File: src/rtl/posit_accumulator_8bit.sv
// Posit<8,0> stream accumulator: folds a valid/ready vector of posits into one rounded sum.
// The adder forms the exact sum in fixed point and rounds once (nearest-even, saturating).

module posit_adder_8bit (
    input  logic [7:0] lhs,
    input  logic [7:0] rhs,
    output logic [7:0] sum
);
    // Every posit<8,0> magnitude is a multiple of 2^-11 below 2^7, so a 20-bit signed sum is exact.
    function automatic logic signed [19:0] to_fixed(input logic [7:0] x);
        logic [7:0]  m;
        logic [6:0]  tail;
        logic [19:0] mag;
        logic        done;
        int          run;
        m    = x[7] ? 8'(-x) : x;
        run  = 0;
        done = 1'b0;
        for (int i = 6; i >= 0; i--) begin
            if (!done && m[i] == m[6]) run++;
            else done = 1'b1;
        end
        tail = m[6:0] << (run + 1);
        mag  = 20'({1'b1, tail[6:2]}) << (m[6] ? run + 5 : 6 - run);
        if (x == 8'h00) return 20'sd0;
        return x[7] ? -$signed(mag) : $signed(mag);
    endfunction

    logic signed [19:0] total;
    logic [19:0]        abs_sum;
    logic [18:0]        norm;
    logic [31:0]        body;
    logic [6:0]         pos;
    logic [6:0]         rounded;
    logic [6:0]         mag7;
    int                 p;
    int                 k;

    always_comb begin
        total   = to_fixed(lhs) + to_fixed(rhs);
        abs_sum = total[19] ? 20'(-total) : total;
        p = 0;
        for (int i = 0; i < 19; i++) begin
            if (abs_sum[i]) p = i;
        end
        k    = p - 11;
        norm = abs_sum[18:0] << (18 - p);
        // Regime run is built by shifting a "10"/"01" seed right and filling the vacated bits.
        if (k >= 0) body = ({2'b10, norm[17:0], 12'b0} >> k) | ~(32'hFFFF_FFFF >> k);
        else        body = {2'b01, norm[17:0], 12'b0} >> (-k - 1);
        pos     = body[31:25];
        rounded = pos + 7'(body[24] & (pos[0] | (|body[23:0])));
        if (k >= 6)       mag7 = 7'h7F;
        else if (k <= -7) mag7 = 7'h01;
        else              mag7 = rounded;
        if (lhs == 8'h80 || rhs == 8'h80) sum = 8'h80;
        else if (total == 20'sd0)         sum = 8'h00;
        else if (total[19])               sum = 8'(-{1'b0, mag7});
        else                              sum = {1'b0, mag7};
    end
endmodule

module posit_accumulator_8bit #(
    parameter int CNT_W = 8
) (
    input  logic             clk,
    input  logic             rst_n,
    input  logic             flush,
    input  logic             in_valid,
    output logic             in_ready,
    input  logic [7:0]       in_data,
    input  logic             in_last,
    output logic             out_valid,
    input  logic             out_ready,
    output logic [7:0]       out_data,
    output logic             out_nar,
    output logic [CNT_W-1:0] out_count,
    output logic             busy
);
    // Both streams transfer a beat only on a cycle where valid and ready are high together;
    // a pending result keeps out_data/out_nar/out_count frozen until it is taken.
    typedef enum logic [1:0] {IDLE, ACC, HOLD} state_t;

    state_t           state;
    state_t           state_next;
    logic [7:0]       acc;
    logic [7:0]       sum;
    logic [CNT_W-1:0] count;
    logic [CNT_W-1:0] count_inc;
    logic             acc_fire;

    posit_adder_8bit adder (
        .lhs (acc),
        .rhs (in_data),
        .sum (sum)
    );

    assign in_ready  = !flush && (state != HOLD || out_ready);
    assign acc_fire  = in_valid && in_ready;
    assign out_valid = (state == HOLD);
    assign busy      = (state == ACC);
    assign count_inc = (&count) ? count : count + 1'b1;

    always_ff @(posedge clk or negedge rst_n) begin
        if (!rst_n) state <= IDLE;
        else        state <= state_next;
    end

    always_comb begin
        state_next = state;
        if (flush)                           state_next = IDLE;
        else if (acc_fire)                   state_next = in_last ? HOLD : ACC;
        else if (state == HOLD && out_ready) state_next = IDLE;
    end

    always_ff @(posedge clk or negedge rst_n) begin
        if (!rst_n) begin
            acc       <= 8'h00;
            count     <= '0;
            out_data  <= 8'h00;
            out_nar   <= 1'b0;
            out_count <= '0;
        end else if (flush) begin
            acc   <= 8'h00;
            count <= '0;
        end else if (acc_fire) begin
            if (in_last) begin
                out_data  <= sum;
                out_nar   <= (sum == 8'h80);
                out_count <= count_inc;
                acc       <= 8'h00;
                count     <= '0;
            end else begin
                acc   <= sum;
                count <= count_inc;
            end
        end
    end
endmodule

File: config.mk
export PLATFORM = sky130hd
export DESIGN_NAME = posit_accumulator_8bit
export DESIGN_NICKNAME = d
export VERILOG_FILES = /design/src/rtl/posit_accumulator_8bit.sv
export SDC_FILE = /design/constraint.sdc
export NUM_CORES = 1
export LEC_CHECK = 0
export CORE_ASPECT_RATIO = 0.9
export CORE_MARGIN = 5
export CORE_UTILIZATION = 50
export DETAILED_ROUTE_END_ITERATION = 7
export PLACE_DENSITY = 0.72
export SLEW_MARGIN = 20
export SYNTH_ARGS = -nofsm -noshare
export SYNTH_HDL_FRONTEND = slang
export SYNTH_SLANG_ARGS = --single-unit
File: constraint.sdc
create_clock -name clk -period 37.5 [get_ports clk]
set_input_delay 9.375 -clock clk [delete_from_list [all_inputs] [get_ports clk]]
set_output_delay 9.375 -clock clk [all_outputs]
set_load 0.02 [all_outputs]
==> reports/results.ini <==
[layout]
layout-drive-gt1-share_pct=7.720
fin_cells=1994
diodes=0
multi_input_area_sq_mm=0.01009
fin_area_sq_mm=0.01218
seq_area_sq_um=875.8
nFillCells=2299
area_delta_synth_final_pct=5.439
final_nets=1749

[routing]
routedWlPerCell_um=19.88
dr.pass1.iters=6
post-route-drc-count=0
via_count=13810
vias_per_cell=6.927
drtIter0Drc=1956
detail-route-antenna-nets=0
drt-total-wl_mm=39.65

[worst_setup_path]
critPathMaxStageDelay_ns=0.79
slowest_stage=xnor2_2
crit_path_end_kind=register
worst-r2r-cell-count=64
r2r-start=acc[0]$_DFFE_PN0P_
cp.required_ns=37.69
critPathMaxFanout=40
path_class=input pin to register
crit_top_cell=ha_1
worstReg2RegEnd=out_nar$_DFFE_PN0P_
arrival_ns=27.93
setup.worst_path.start=in_data[0]
crit_end=out_nar$_DFFE_PN0P_
start_kind=input pin
reg2reg_setup_slack_ns=19.59

[run_status]
status=complete, no violations

[clocking]
postCtsSetupRepairBufs=0
postCtsHoldBufs=0
tritoncts=yes
cts-buffers-inserted=5
clk_latency_ns=0.28
cts.sinks=35
root_buffer=clkbuf_16
clk_pin_slew_ns=0.06
cts.htree.levels=2
post_cts_resized=0
clock_path_buffers=2

[place]
dp.cells=1986
dp.final_hpwl_mm=30.92
io_buffers=33
place_congestion=1.008
placed_cell_area_sq_mm=0.01201

[global_routing]
top_usage_layer=met2
grt_max_degree=41
grt_pass1_vias=12440
gr-total-overflow=0
antenna_found_initial=0
grt_use_met3_pct=4.900
grt_use_met2_pct=44.26
grt_use_total_pct=28.90
grt_pass1_wl_mm=64.78
use_met1_pct=43.25

[logic_synthesis]
yosysSeqAreaShare_pct=7.585
syn_avg_cell_area_sq_um=6.694
synth_edf_count=0
ys_seq_elements=35
ys_types=124
synth-async-reset-ratio_pct=100.0
ys.flop_type=dfrtp_1
yosysWarnings=0
synth_cells=1725
synthesis.area_sq_mm=0.01155

[timing]
finalSetupTns_ns=0
setup_viol=0
tightest_slew_ns=1.012
drv_slew=0
fin_worst_skew_ns=0.004907
hold_viol=0
rsz0062_at_grt=no
slew_headroom_pct=32.31
fmax_ghz=0.03605
min_period_ns=27.74
period_share_pct=73.97

[die]
rows=52
start_util_pct=51.00
die_x_um=170.2
ios=34
die_y_um=154.2
design.core.area_sq_mm=0.02264
die_area_sq_mm=0.02624

[worst_hold_path]
hp-class=register to register

[flow_run]
cap_violations=0

## cells in the final DEF (no fill, tap or decap), types with 20 or more instances in the layout
cell type / Yosys / final
a21o_1: 26 / 26
a21oi_1: 132 / 132
a31oi_1: 28 / 28
and3_1: 20 / 20
buf_4: 4 / 22
clkdlybuf4s50_1: 0 / 33
dfrtp_1: 35 / 35
ha_1: 38 / 38
inv_1: 40 / 40
nand2_1: 211 / 211
nand3_1: 79 / 79
nor2_1: 186 / 185
nor3_1: 56 / 56
o211ai_1: 25 / 25
o21ai_0: 120 / 120
o21ai_1: 21 / 21
o31ai_1: 30 / 30
xnor2_1: 66 / 65
xor2_1: 30 / 30
## critical path: cells and delay by family
family	cells	cell delay (ns)
AO/OA/AOI/OAI	34	8.14
AND/OR/NAND/NOR	11	2.82
multiplexers	3	0.92
XOR/XNOR	4	1.48
adder cells (fa/ha/maj)	7	2.77
buffers and inverters	10	2.35
## layer usage
metal  routed length, um  vias up  part of all wire [%]
met1               17810     6488                    45
met4                 546        0                   1.4
li1                    -     6463                     -
met2               17010      802                    43
met5                   0        -                     0
met3                4282       59                    11
## synth_stat cells (all sizes together), types with 28 or more instances
master	count	share of area (%)
ha	38	4.1
nor2	189	6.3
nand2	212	7.0
o31ai	35	2.6
nor3	60	2.8
buf	37	2.0
xor2	32	2.6
a31oi	30	1.8
xnor2	70	5.8
dfrtp	35	7.6
nand3	79	3.4
o21ai	142	6.2
o211ai	28	2.0
a21oi	135	5.9
clkbuf	60	2.0
inv	45	1.5
## logic make-up (layout without fill, tap and decap cells)
family                     Yosys count  after routing  synth area share [%]
adders and majority gates           40             40                 4.378
muxes                               38             38                 4.172
AOI/OAI and AO/OA                  644            644                 40.15
DFF                                 35             35                 7.585
buffers and inverters              144            110                 5.439
and+or+nand+nor                    720            720                 29.90
other                                2              8               0.06504
xor gates and xnor gates           102            102                 8.321
## cell type report
cell class | count | share of cell area [%]
well taps | 297 | 3.052
inverters | 47 | 1.449
clock inverters | 3 | 0.3597
multi-input cells | 1552 | 82.85
repair buffers | 55 | 4.069
flip-flops and latches | 35 | 7.194
clock buffers | 5 | 1.028
## through the flow
step / util [%] / hold WS, ns / worst slack (ns)
floorplan: - / 0.4787 / 13.72
global placement: 53.03 / 0.4624 / 10.39
detailed placement: 53.03 / 0.4699 / 10.04
CTS: 53.77 / 0.4831 / 10.25
global route: 53.77 / 0.5185 / 8.348
finish: 53.77 / 0.4763 / 9.762
## worst min-delay path by stage
stage	slack, ns	cells past startpoint	to	from
final	0.48	2	out_count[7]$_DFFE_PN0P_	out_count[7]$_DFFE_PN0P_
after global routing	0.52	2	out_count[0]$_DFFE_PN0P_	out_count[0]$_DFFE_PN0P_
after CTS	0.48	2	out_count[7]$_DFFE_PN0P_	out_count[7]$_DFFE_PN0P_
after detailed placement	0.47	2	out_count[7]$_DFFE_PN0P_	out_count[7]$_DFFE_PN0P_
after global placement	0.46	2	out_count[0]$_DFFE_PN0P_	out_count[0]$_DFFE_PN0P_
after floorplan	0.48	2	state[0]$_DFFE_PN0P_	state[0]$_DFFE_PN0P_
## registers in the layout (all words and copies together) (netlist names)
signal / cells
acc: 8
count: 8
out_count: 8
out_data: 8
state: 2
out_nar: 1
Power is left out: the tool's default activity adds up to more than one toggle a clock period on the data nets, which glitch-free logic cannot reach.
